==> src/rtl/stream_arb_pkg.sv <==
// rtl/stream_arb_pkg.sv - shared types and helpers for the stream round-robin arbiter
package stream_arb_pkg;

    typedef enum logic [1:0] {
        ARB   = 2'd0,
        LOCK  = 2'd1,
        BURST = 2'd2
    } arb_state_e;

    function automatic int unsigned idx_wrap_inc(input int unsigned idx, input int unsigned num);
        return (idx + 1 >= num) ? 0 : idx + 1;
    endfunction

endpackage

==> src/rtl/rr_prio_sel.sv <==
// rtl/rr_prio_sel.sv - combinational rotating-priority picker: first request at or after the pointer
module rr_prio_sel #(
    parameter int unsigned NumInp   = 4,
    parameter int unsigned IdxWidth = $clog2(NumInp)
) (
    input  logic [NumInp-1:0]   i_req,
    input  logic [IdxWidth-1:0] i_ptr,
    output logic [IdxWidth-1:0] o_idx,
    output logic                o_any
);

    logic        w_found;
    int unsigned w_j;

    always_comb begin
        o_idx   = '0;
        w_found = 1'b0;
        w_j     = 0;
        for (int unsigned k = 0; k < NumInp; k++) begin
            w_j = 32'(i_ptr) + k;
            if (w_j >= NumInp) begin
                w_j = w_j - NumInp;
            end
            if (!w_found && i_req[IdxWidth'(w_j)]) begin
                o_idx   = IdxWidth'(w_j);
                w_found = 1'b1;
            end
        end
        o_any = |i_req;
    end

endmodule

==> src/rtl/stream_rr_arbiter.sv <==
// rtl/stream_rr_arbiter.sv - round-robin stream arbiter with grant locking and optional bursts
module stream_rr_arbiter
    import stream_arb_pkg::*;
#(
    parameter type         data_t   = logic,
    parameter int unsigned NumInp   = 4,
    parameter int unsigned MaxBurst = 1,
    parameter int unsigned IdxWidth = $clog2(NumInp)
) (
    input  logic                clk_i,
    input  logic                rst_i,
    input  data_t               inp_data_i  [NumInp],
    input  logic [NumInp-1:0]   inp_valid_i,
    output logic [NumInp-1:0]   inp_ready_o,
    output data_t               oup_data_o,
    output logic                oup_valid_o,
    input  logic                oup_ready_i,
    output logic [IdxWidth-1:0] oup_idx_o
);

    localparam int unsigned CntWidth = $clog2(MaxBurst + 1);

    arb_state_e            r_state, w_state_nxt;
    logic [IdxWidth-1:0]   r_ptr, w_ptr_nxt;
    logic [IdxWidth-1:0]   r_lidx, w_lidx_nxt;
    logic [CntWidth-1:0]   r_cnt, w_cnt_nxt;

    logic                  w_relinq;
    logic                  w_locked;
    logic [IdxWidth-1:0]   w_rr_ptr;
    logic [IdxWidth-1:0]   w_rr_idx;
    logic                  w_any;
    logic [IdxWidth-1:0]   w_sel;
    logic                  w_valid;
    logic                  w_hs;
    logic [CntWidth-1:0]   w_cnt_base;
    logic [CntWidth-1:0]   w_cnt_inc;

    // A burst owner that drops valid hands the pointer on and arbitration happens in the same cycle.
    assign w_relinq = (r_state == BURST) && !inp_valid_i[r_lidx];
    assign w_locked = (r_state == LOCK) || ((r_state == BURST) && inp_valid_i[r_lidx]);
    assign w_rr_ptr = w_relinq ? IdxWidth'(idx_wrap_inc(32'(r_lidx), NumInp)) : r_ptr;

    rr_prio_sel #(
        .NumInp   (NumInp),
        .IdxWidth (IdxWidth)
    ) u_prio_sel (
        .i_req (inp_valid_i),
        .i_ptr (w_rr_ptr),
        .o_idx (w_rr_idx),
        .o_any (w_any)
    );

    always_comb begin
        w_state_nxt = r_state;
        w_ptr_nxt   = r_ptr;
        w_lidx_nxt  = r_lidx;
        w_cnt_nxt   = r_cnt;

        w_sel      = w_locked ? r_lidx : w_rr_idx;
        w_valid    = w_locked ? inp_valid_i[r_lidx] : w_any;
        w_cnt_base = w_locked ? r_cnt : '0;
        w_cnt_inc  = w_cnt_base + CntWidth'(1);
        w_hs       = w_valid && oup_ready_i;

        if (w_relinq) begin
            w_ptr_nxt   = w_rr_ptr;
            w_cnt_nxt   = '0;
            w_state_nxt = ARB;
        end

        if (w_hs) begin
            if (w_cnt_inc == CntWidth'(MaxBurst)) begin
                w_ptr_nxt   = IdxWidth'(idx_wrap_inc(32'(w_sel), NumInp));
                w_cnt_nxt   = '0;
                w_state_nxt = ARB;
            end else begin
                w_lidx_nxt  = w_sel;
                w_cnt_nxt   = w_cnt_inc;
                w_state_nxt = BURST;
            end
        end else if (w_valid && !w_locked) begin
            w_lidx_nxt  = w_sel;
            w_state_nxt = LOCK;
        end

        oup_valid_o        = w_valid && !rst_i;
        oup_data_o         = inp_data_i[w_sel];
        oup_idx_o          = w_sel;
        inp_ready_o        = '0;
        inp_ready_o[w_sel] = oup_ready_i && !rst_i;
    end

    always_ff @(posedge clk_i) begin
        if (rst_i) begin
            r_state <= ARB;
            r_ptr   <= '0;
            r_lidx  <= '0;
            r_cnt   <= '0;
        end else begin
            r_state <= w_state_nxt;
            r_ptr   <= w_ptr_nxt;
            r_lidx  <= w_lidx_nxt;
            r_cnt   <= w_cnt_nxt;
        end
    end

endmodule

==> config.mk <==
export PLATFORM = sky130hd
export DESIGN_NAME = stream_rr_arbiter
export DESIGN_NICKNAME = d
export VERILOG_FILES = /design/src/rtl/stream_arb_pkg.sv /design/src/rtl/rr_prio_sel.sv /design/src/rtl/stream_rr_arbiter.sv
export SDC_FILE = /design/constraint.sdc
export NUM_CORES = 1
export LEC_CHECK = 0
export BUFFER_PORTS_ARGS = -buffer_cell sky130_fd_sc_hd__buf_4
export CAP_MARGIN = 20
export CORE_AREA = 10 10 47 49
export CTS_CLUSTER_SIZE = 14
export DETAILED_ROUTE_END_ITERATION = 7
export DIE_AREA = 0 0 57 59
export PLACE_DENSITY = 0.65
export SYNTH_ARGS = -nofsm -noshare
export SYNTH_HDL_FRONTEND = slang
export SYNTH_SLANG_ARGS = --single-unit
==> constraint.sdc <==
create_clock -name clk_i -period 1.6 [get_ports clk_i]
set_input_delay 0.08 -clock clk_i [delete_from_list [all_inputs] [get_ports clk_i]]
set_output_delay 0.08 -clock clk_i [all_outputs]
set_load 0.01 [all_outputs]
# Word-level counts from Yosys, hierarchy flattened
# Index checks and enable logic that the tools add are counted.
[totals]
regBits = 6
out_inout_bits = 8
word_cells = 91
[op_classes]
add_sub_neg = 9
order_cmp = 14
n_eq_ne = 2
n_mux = 38
n_bitwise = 3
n_reduce_logical = 22
[op_table]
columns = ["cell", "count"]
rows = [
  ["2-to-1 mux 2 bit", 19],
  ["greater-or-equal comparator 3 bit (second input constant)", 6],
  ["less-than comparator 2 x 3 -> 1 bit (second input constant)", 6],
  ["binary-select mux 1 bit (select 2 bit)", 6],
  ["2-to-1 mux 1 bit", 12],
  ["logical AND 1 bit", 10],
  ["adder 2 x 1 -> 3 bit (second input constant)", 3],
  ["subtractor 2 x 1 -> 2 bit (second input constant)", 4],
  ["adder 2 x 2 -> 3 bit (second input constant)", 2],
  ["logical NOT 1 bit", 6],
  ["bitwise AND 4 bit", 1],
  ["nonzero test 2 bit", 2],
  ["OR reduction 4 bit", 1],
  ["greater-or-equal comparator 2 x 3 -> 1 bit (second input constant)", 1],
  ["inverter 2 -> 3 bit", 1],
  ["nonzero test 3 bit", 1],
  ["demux 1 bit (select 2 bit)", 1],
  ["== test 2 x 1 -> 1 bit (second input constant)", 1],
  ["== test 2 bit (second input constant)", 1],
  ["greater-or-equal comparator 2 x 1 -> 1 bit (second input constant)", 1],
  ["AND reduction 2 bit", 1],
  ["logical OR 1 bit", 1],
  ["inverter 1 bit", 1],
]

# Logic depth before layout (Yosys ltp)
# Gate-level depths: netlist of run 1.
[depth]
ltp_word = 25
mapped_depth = 8

# Hierarchy
# Synthesis of run 1 repeated with hierarchy kept, for this count alone.
[unflattened]
hier_cells = 59
hier_area_um2 = 496.7
[modules_own_cells]
columns = ["module", "instances", "cells_each", "area_each_um2", "seq_area_each_um2"]
rows = [
  ["stream_rr_arbiter", 1, 44, 419.2, 100.1],
  ["rr_prio_sel", 1, 15, 77.6, 0.0],
]

# Worst setup path before layout of run 1
# Ideal clock, no wire load.
[synth_path]
path_type = "register to register"
startpoint = "register r_ptr[1]"
endpoint = "register r_ptr[1]"
setup_ns = 0.114
t_arrival_ns = 1.557
required_time_ns = 1.486
path_slack_ns = -0.071
stages_incl_launch_ff = 7
n_path_buf = 0
cell_sequence = "dfxtp_1 -> nand2_1 -> a2111o_1 -> and3_2 -> ha_1 -> mux2i_1 -> nor2_1"
[synth_between]
elab_chain_cells = 20
word_cells_on_any_way = 43
cone_classes = "8 x add/sub; 5 x order compare; 24 x mux; 6 x reduce/logical"
[synth_lines]
columns = ["element", "line_no", "rtl"]
rows = [
  ["start, declared", "stream_rr_arbiter.sv:24", "logic [IdxWidth-1:0] r_ptr, w_ptr_nxt;"],
  ["start signal, assigned", "stream_rr_arbiter.sv:102", "r_ptr <= w_ptr_nxt;"],
  ["2-to-1 mux 2 bit *", "stream_rr_arbiter.sv:42", "assign w_rr_ptr = w_relinq ? IdxWidth'(idx_wrap_inc(32'(r_lidx), NumInp)) : r_ptr;"],
  ["parallel branches: the longest is 13 deep, another holds adder 2 x 1 -> 3 bit", "-", ""],
  ["2-to-1 mux 2 bit *", "rr_prio_sel.sv:24", "if (!w_found && i_req[IdxWidth'(w_j)]) begin"],
  ["2-to-1 mux 2 bit *", "stream_rr_arbiter.sv:60", "w_sel = w_locked ? r_lidx : w_rr_idx;"],
  ["net oup_idx_o[1]", "stream_rr_arbiter.sv:18", "output logic [IdxWidth-1:0] oup_idx_o"],
  ["adder 2 x 1 -> 3 bit *", "stream_arb_pkg.sv:11", "return (idx + 1 >= num) ? 0 : idx + 1;"],
  ["greater-or-equal comparator 3 bit", "stream_arb_pkg.sv:11", ""],
  ["2-to-1 mux 2 bit *", "stream_arb_pkg.sv:11", ""],
  ["2-to-1 mux 2 bit *", "stream_rr_arbiter.sv:72", "if (w_hs) begin"],
  ["net w_ptr_nxt[1]", "stream_rr_arbiter.sv:24", ""],
]
# Mark *: on every way through the listed nets, which the timed path passes. The select of a mux whose other input is x is not followed.
# A chain may end at the register's enable or synchronous reset.

# Worst setup path after layout of run 1
[layout_path]
startpoint = "register r_ptr[1]"
endpoint = "output port inp_ready_o[1]"
[layout_between]
elab_chain_cells = 21
word_cells_on_any_way = 44
cone_classes = "7 x add/sub; 6 x order compare; 23 x mux; 1 x bitwise; 7 x reduce/logical"
[layout_lines]
columns = ["element", "line_no", "rtl"]
rows = [
  ["2-to-1 mux 2 bit *", "stream_rr_arbiter.sv:42", ""],
  ["parallel branches: the longest is 13 deep, another holds adder 2 x 1 -> 3 bit", "-", ""],
  ["2-to-1 mux 2 bit *", "rr_prio_sel.sv:24", ""],
  ["2-to-1 mux 2 bit *", "stream_rr_arbiter.sv:60", ""],
  ["less-than comparator 2 x 3 -> 1 bit (not written as such) / greater-or-equal comparator 2 x 1 -> 1 bit (equally long branches)", "stream_rr_arbiter.sv:91", "inp_ready_o[w_sel] = oup_ready_i && !rst_i;"],
  ["logical AND 1 bit", "stream_rr_arbiter.sv:91", ""],
  ["2-to-1 mux 1 bit (not written as such)", "stream_rr_arbiter.sv:91", ""],
  ["demux 1 bit (select 2 bit) *", "stream_rr_arbiter.sv:91", ""],
  ["bitwise AND 4 bit (no source line) *", "-", ""],
  ["end, declared", "stream_rr_arbiter.sv:14", "output logic [NumInp-1:0] inp_ready_o,"],
]
# Every way passes the cells marked *. The select of a mux whose other input is x is not followed.

==> results.ini, run 1 <==
[floorplan]
fp.dieH_um = 59
ios = 19
dieArea_um2 = 3363
die_w_um = 57
initial_utilization_pct = 36.70
rows = 14
core-area_um2 = 1401

[timing]
setup_viol_count_final = 8
maxSlewHeadroom_pct = 72.77
worstMarginPinSlew_ps = 405.3
setup_ws_ps = -204.8
rsz0062_at_grt = true
drv_slew = 0
hold_viol = 0
hold_ws_ps = 49.26
clock.fmax_mhz = 554.1
fin_worst_skew_ps = 2.891
fin_crit_sh_pct = 112.8
min_period_ps = 1805
finalSetupTns_ps = -937.0

[setup_path]
r2r_start = r_ptr[1]
worstPathArrival_ps = 1720
crit_type = register to output port
r2r-end = r_ptr[1]
worstSetupEndpointType = output port
reg2reg_depth = 6
worstPathMaxFanout = 5
start_kind = register
rrSetupSlack_ps = 30
cp.required_ps = 1520

[place]
portBuffers = 18
gp_congestion = 0.9180
dp_hpwl_um = 1172
placed_area_um2 = 711.9

[synth]
yosys_warnings = 0
synth_flop_cell = dfxtp_1
synth.distinct_cells = 32
ys_seq_elements = 5
async_reset_ff_share_pct = 0
seq_area_frac_synth_pct = 19.46
synth_area_per_cell_um2 = 7.911
syn_area_um2 = 514.2
synth_top_cell_by_area = dfxtp_1
yosysTopAreaCellShare_pct = 19.46
synth.area.top_cells = dfxtp_1 (19%), ha_1 (9.7%), nor2_1 (6.6%)
synth_nets = 80
netlist_instances = 65
synth_edf_count = 0

[finish]
drive_gt1_share_pct = 59.79
final_util_pct = 64.82
fin_area_um2 = 908.4
insertedDiodeCount = 0
final_nets = 113
syn2layout_area_growth_pct = 76.64

[drt]
wire_per_inst_um = 14.16
totalWireLength_um = 1600
drc = 0
antenna_left = 0
via_count = 610
drtIter0Drc = 13
drt-pass1-iter-count = 4
routed_via_density = 5.398

[cts]
cts_tree = built
clk_pin_slew_ps = 50
clk_path_buf_depth = 2
cts_root_buf = clkbuf_4
htreeDepth = 1
numCtsBuffers = 3
clk_latency_ps = 250
cts_sinks = 5

[min_path]
min_path_type = input port to register
min_to = r_ptr[0]
min_path_cells = 2
min_from = rst_i

[job]
drv_cap = 0

[grt]
grt_max_degree = 8
grt_pass1_vias = 605
grt_usage_pct = 9.575
grt_antenna_before_repair = 0
overflow = 0
grt_pass1_wl_um = 2601

[pwr]
total_power_mw = 0.6618
cellLeakagePower_nw = 0.4045
p_per_area_nw_per_um2 = 728.5
vdd_drop_max_v = 0.0004192

[status]
violations = setup timing
status = finished, violations left

## report_power, final
group	switching (mW)	internal [mW]
clock	0.0605	0.0949
sequential	0.0184	0.140
combinational	0.156	0.191
## routing by layer
metal  vias to the layer above  share of wire (%)  global-route usage [%]
li1                        295                  -                       -
met1                       276                 39                   9.450
met2                        34                 50                   17.21
met3                         5                8.8                   3.433
met4                         0                2.3                   5.034
met5                         -                  0                       0
## through the flow
step                      setup slack (ps)  instances
after detailed placement            -89.22        104
after floorplan                      9.643         65
after CTS                           -195.4        113
after global placement              -23.13        104
after global routing                -280.3        113
final                               -204.8        113
## cell families (layout without fill, tap and decap cells)
kind of cell | count (synthesis) | count (layout) | share of synthesized area (%)
adders and majority gates | 4 | 4 | 9.733
AOI/OAI and AO/OA | 13 | 13 | 18.73
buffers and inverters | 6 | 38 | 5.840
and+or+nand+nor | 34 | 34 | 37.23
muxes | 3 | 3 | 9.004
DFF | 5 | 5 | 19.47
## layout by cell type (no fill, tap or decap), types with 2 or more instances in the layout
cell       n
a21oi_1    2
a31oi_1    2
and2_4     5
buf_4     20
buf_6      9
clkbuf_4   3
dfxtp_2    2
dfxtp_4    2
ha_4       4
inv_1      3
inv_4      2
mux2i_1    2
nand2_1    3
nand2_2    2
nor2_1     8
nor2b_1    2
o211ai_1   2
## synth_stat cells, types with 2 or more instances
library cell and count:
a31oi_1 2, inv_1 5, mux2i_1 2, ha_1 4, nand2_1 5, dfxtp_1 5, o211ai_1 2, nor2_1 9
a21oi_1 2, and2_1 5, nor2b_1 3
## critical path: stages (launching register included)
cell	delay, ps
dfxtp_4	370
nand2_2	50
a2111o_1	420
and3_4	220
inv_4	80
ha_4	120
and2_4	130
buf_6	90
## how the worst max path moves through the flow
stage	startpoint	end	slack, ps	cells after the start
floorplan	r_ptr[0]	r_ptr[1]	10	6
global placement	r_ptr[1]	r_ptr[1]	-20	6
detailed placement	r_ptr[0]	r_ptr[1]	-90	6
CTS	r_ptr[0]	inp_ready_o[1]	-200	9
global route	r_ptr[1]	inp_ready_o[1]	-280	7
finish	r_ptr[1]	inp_ready_o[1]	-200	7
## state kept, by name, summed over array words and instances, names as in the netlist
register and count:
r_lidx 2, r_ptr 2, r_state 1
## cell type report
cell class	instances	area [um^2]
Fill cell	119	493.0
Clock buffer	4	26.28
Sequential cell	5	110.1
Inverter	5	23.77
Multi-Input combinational cell	54	476.7
Timing Repair Buffer	29	251.5
Tap cell	16	20.02
## repair_timing
item / CTS / global route
hold buffers: 0 / 0
setup endpoints to repair: 8 / 9
resized for setup: 31 / 6
buffers inserted: 5 / 0
pin swaps: 12 / 2
Power figures use the tool's default switching activity.
==> run 2, diff against run 1 <==
- ABC_AREA: default -> 1
- CORE_AREA: 10 10 47 49 -> default
- CORE_MARGIN: default -> 10
- CORE_UTILIZATION: default -> 40
- DIE_AREA: 0 0 57 59 -> default
- PLACE_DENSITY: 0.65 -> 0.64
- REMOVE_ABC_BUFFERS: default -> 1
==> run 2 against run 1 <==
Effect of this change: the run still ends with setup timing left; total power rose by 75%; sequential cell count unchanged; sequential power rose by 6%; routed wire length increased by 30%; first-iteration DRC count grew 120%; final area is 22% higher; synthesized area rose by 23%; count of clock-buffer cells in the layout unchanged; clock skew rose by 2.1 ps; worst hold slack lost 5.9 ps; critical path type unchanged; largest power group unchanged.
==> results.ini, run 2 <==
[finish]
insertedDiodeCount = 0
drive_gt1_share_pct = 53.02
syn2layout_area_growth_pct = 74.56
final_nets = 165
fin_cells = 165
multi_input_area_um2 = 548.0
reg_top3 = r_lidx (2), r_ptr (2), r_state (1)
seq_area_um2 = 105.1
fillers = 108
final_cell_mix = buf_4 (30), nand2_1 (22), inv_1 (16)
final_common_cell = buf_4

[timing]
hold_viol = 0
drv_slew = 0
setup_viol_count_final = 10
clock.fmax_mhz = 494.2
maxSlewHeadroom_pct = 70.99
setup_ws_ps = -423.4
fin_worst_skew_ps = 4.973
fin_crit_sh_pct = 126.5
rsz0062_at_grt = true
min_period_ps = 2023
worstMarginPinSlew_ps = 430.5

[floorplan]
dieArea_um2 = 3579
initial_utilization_pct = 42.11
core-area_um2 = 1506
ios = 19
die_w_um = 59.83
fp.dieH_um = 59.83
rows = 14

[setup_path]
critPathTopFamily = simple AND/OR/NAND/NOR gates
crit_buf_inv = 4
worstSetupEndpointType = output port
crit_type = register to output port
r2r_start = r_ptr[0]
slowest_delay_ps = 340
worstPathMaxFanout = 5
cpMostUsedCell = nand2_1
path_cells = buf_6 > nand2_1 > nand2_4 > nand2_2 > nand2_4 > nand2_2 > nand2_1 > nand2_1 > nand2_1 > nand3_2 > nand2_4 > buf_6 > ha_4 > inv_1 > nor2_1 > buf_4
cp.required_ps = 1520
crit_start = r_ptr[0]
start_kind = register
crit_slowest_cell = dfxtp_2
worstPathArrival_ps = 1940

[cts]
cts_root_buf = clkbuf_4
cts_tree = built
clk_latency_ps = 240
numCtsBuffers = 3
clk_path_buf_depth = 2
clk_pin_slew_ps = 40
hold_buffers = 0
htreeDepth = 1
cts_sinks = 5

[status]
violations = setup timing
status = finished, violations left

[pwr]
vdd_drop_max_v = 0.0005892
total_power_mw = 1.156
switching_share_pct = 43.57
comb_power_share_pct = 72.8
p_per_area_nw_per_um2 = 1044
internal_power_mw = 0.6525
cellLeakagePower_nw = 0.5801
p_sw_mw = 0.5038
clock_power_share_pct = 12.7
pwr-share-seq_pct = 14.5

[synth]
async_reset_ff_share_pct = 0
seq_area_frac_synth_pct = 15.78
synth.area.top_cells = nand2_1 (18%), dfxtp_1 (16%), inv_1 (12%)
synth_top_cell_by_area = nand2_1
synth_flop_cell = dfxtp_1
syn_area_um2 = 634.4
synth_area_per_cell_um2 = 5.874
ys_seq_elements = 5
synthMostInstantiatedCell = nand2_1
netlist_instances = 108
synth_edf_count = 0
yosys-top-cells-count = nand2_1 (30), inv_1 (20), nand3_1 (9)
yosysTopAreaCellShare_pct = 17.75
yosys_warnings = 0
synth.distinct_cells = 22

[drt]
drtIter0Drc = 29
drt-pass1-iter-count = 4
totalWireLength_um = 2074
routed_via_density = 4.915
antenna_left = 0
drc = 0
wire_per_inst_um = 12.57
via_count = 811

[place]
gp_congestion = 0.8376
portBuffers = 18
placedCellCount = 157
dp_hpwl_um = 1506

[grt]
grt_pass1_wl_um = 3201
grt_max_degree = 7
grt_antenna_before_repair = 0
grt_usage_pct = 11.02
overflow = 0
grt_pass1_vias = 788

[min_path]
min_from = rst_i
min_path_type = input port to register

[job]
drv_cap = 0

==> run 2: changes by cell type after synthesis, moves of 2 or more <==
cell	change
a31oi_1	-2
o211ai_1	-2
nand3_1	+9
nand2_1	+25
a21oi_1	+4
nand2_2	+4
nor2b_1	-3
nand2_4	+2
o21ai_0	+6
and2_1	-5
mux2i_1	-2
inv_1	+15
==> run 2: cell type report <==
cell class	instances	area share, %
multi-input cells	80	49.49
clock buffers	4	2.373
repair buffers	38	28.47
inverters	22	8.362
well taps	16	1.808
flip-flops and latches	5	9.492
==> run 2: per-layer routing <==
layer  GRT usage (%)  vias up  wire length [um]
met3           2.119        0                53
li1                -      420                 -
met2           19.85       19              1197
met5               0        -                 0
met4           3.846        0                 0
met1           12.37      372               823
==> run 2: path summary, 6_finish.rpt <==
check        depth (start not counted)  slack, ps              to
max                                 16       -420  inp_ready_o[0]
min                                  2         40      r_state[0]
max reg2reg                         14       -210        r_ptr[0]
min reg2reg                          2        600       r_lidx[1]
==> run 2: power by group through the flow <==
| stage | Clock, mW | Combinational, mW | Sequential [mW] |
|---|---|---|---|
| 3_3_place_gp | 0 | 0.597 | 0.159 |
| 2_1_floorplan | 0 | 0.331 | 0.164 |
| 3_5_place_dp | 0 | 0.609 | 0.159 |
| 4_1_cts | 0.153 | 0.726 | 0.161 |
| 6_report | 0.147 | 0.842 | 0.168 |
| 5_1_grt | 0.157 | 0.929 | 0.170 |
==> run 2: logic make-up (layout without fill, tap and decap cells) <==
kind of cell	count (synthesis)	in the layout	synth area share, %
AOI/OAI and AO/OA	17	17	16.17
adders and majority gates	4	4	7.890
buffers and inverters	23	64	15.58
DFF	5	5	15.78
and+or+nand+nor	59	59	44.58
==> run 2: metrics by stage <==
stage / utilization [%] / area [um^2] / TNS, ps / hold slack (ps) / worst slack, ps
floorplan: - / 623.1 / -971.5 / 157.6 / -350.4
global placement: 59.63 / 898.4 / -973.3 / 279.5 / -236.7
detailed placement: 59.63 / 898.4 / -1137 / 287.1 / -292.5
CTS: 67.19 / 1012 / -2375 / 30.85 / -403.5
global route: 73.51 / 1107 / -4235 / 45.28 / -572.4
finish: 73.51 / 1107 / -2960 / 43.33 / -423.4
==> run 2: worst register-to-register path, stage by stage, from the launching register on <==
cell and delay [ps]:
dfxtp_2 330, buf_6 130, nand2_1 110, nand2_4 60, nand2_2 80, nand2_4 70
nor2_4 100, nand4_1 100, nand3_2 120, nand2_4 60, buf_6 140, buf_4 130
buf_6 110, o21ai_2 110, inv_1 50
==> run 2: what timing repair did <==
action / 4_1_cts / 5_1_grt
endpoints found under the setup margin: 8 / 11
pin swaps: 14 / 17
setup buffers: 2 / 2
resized for setup: 25 / 19
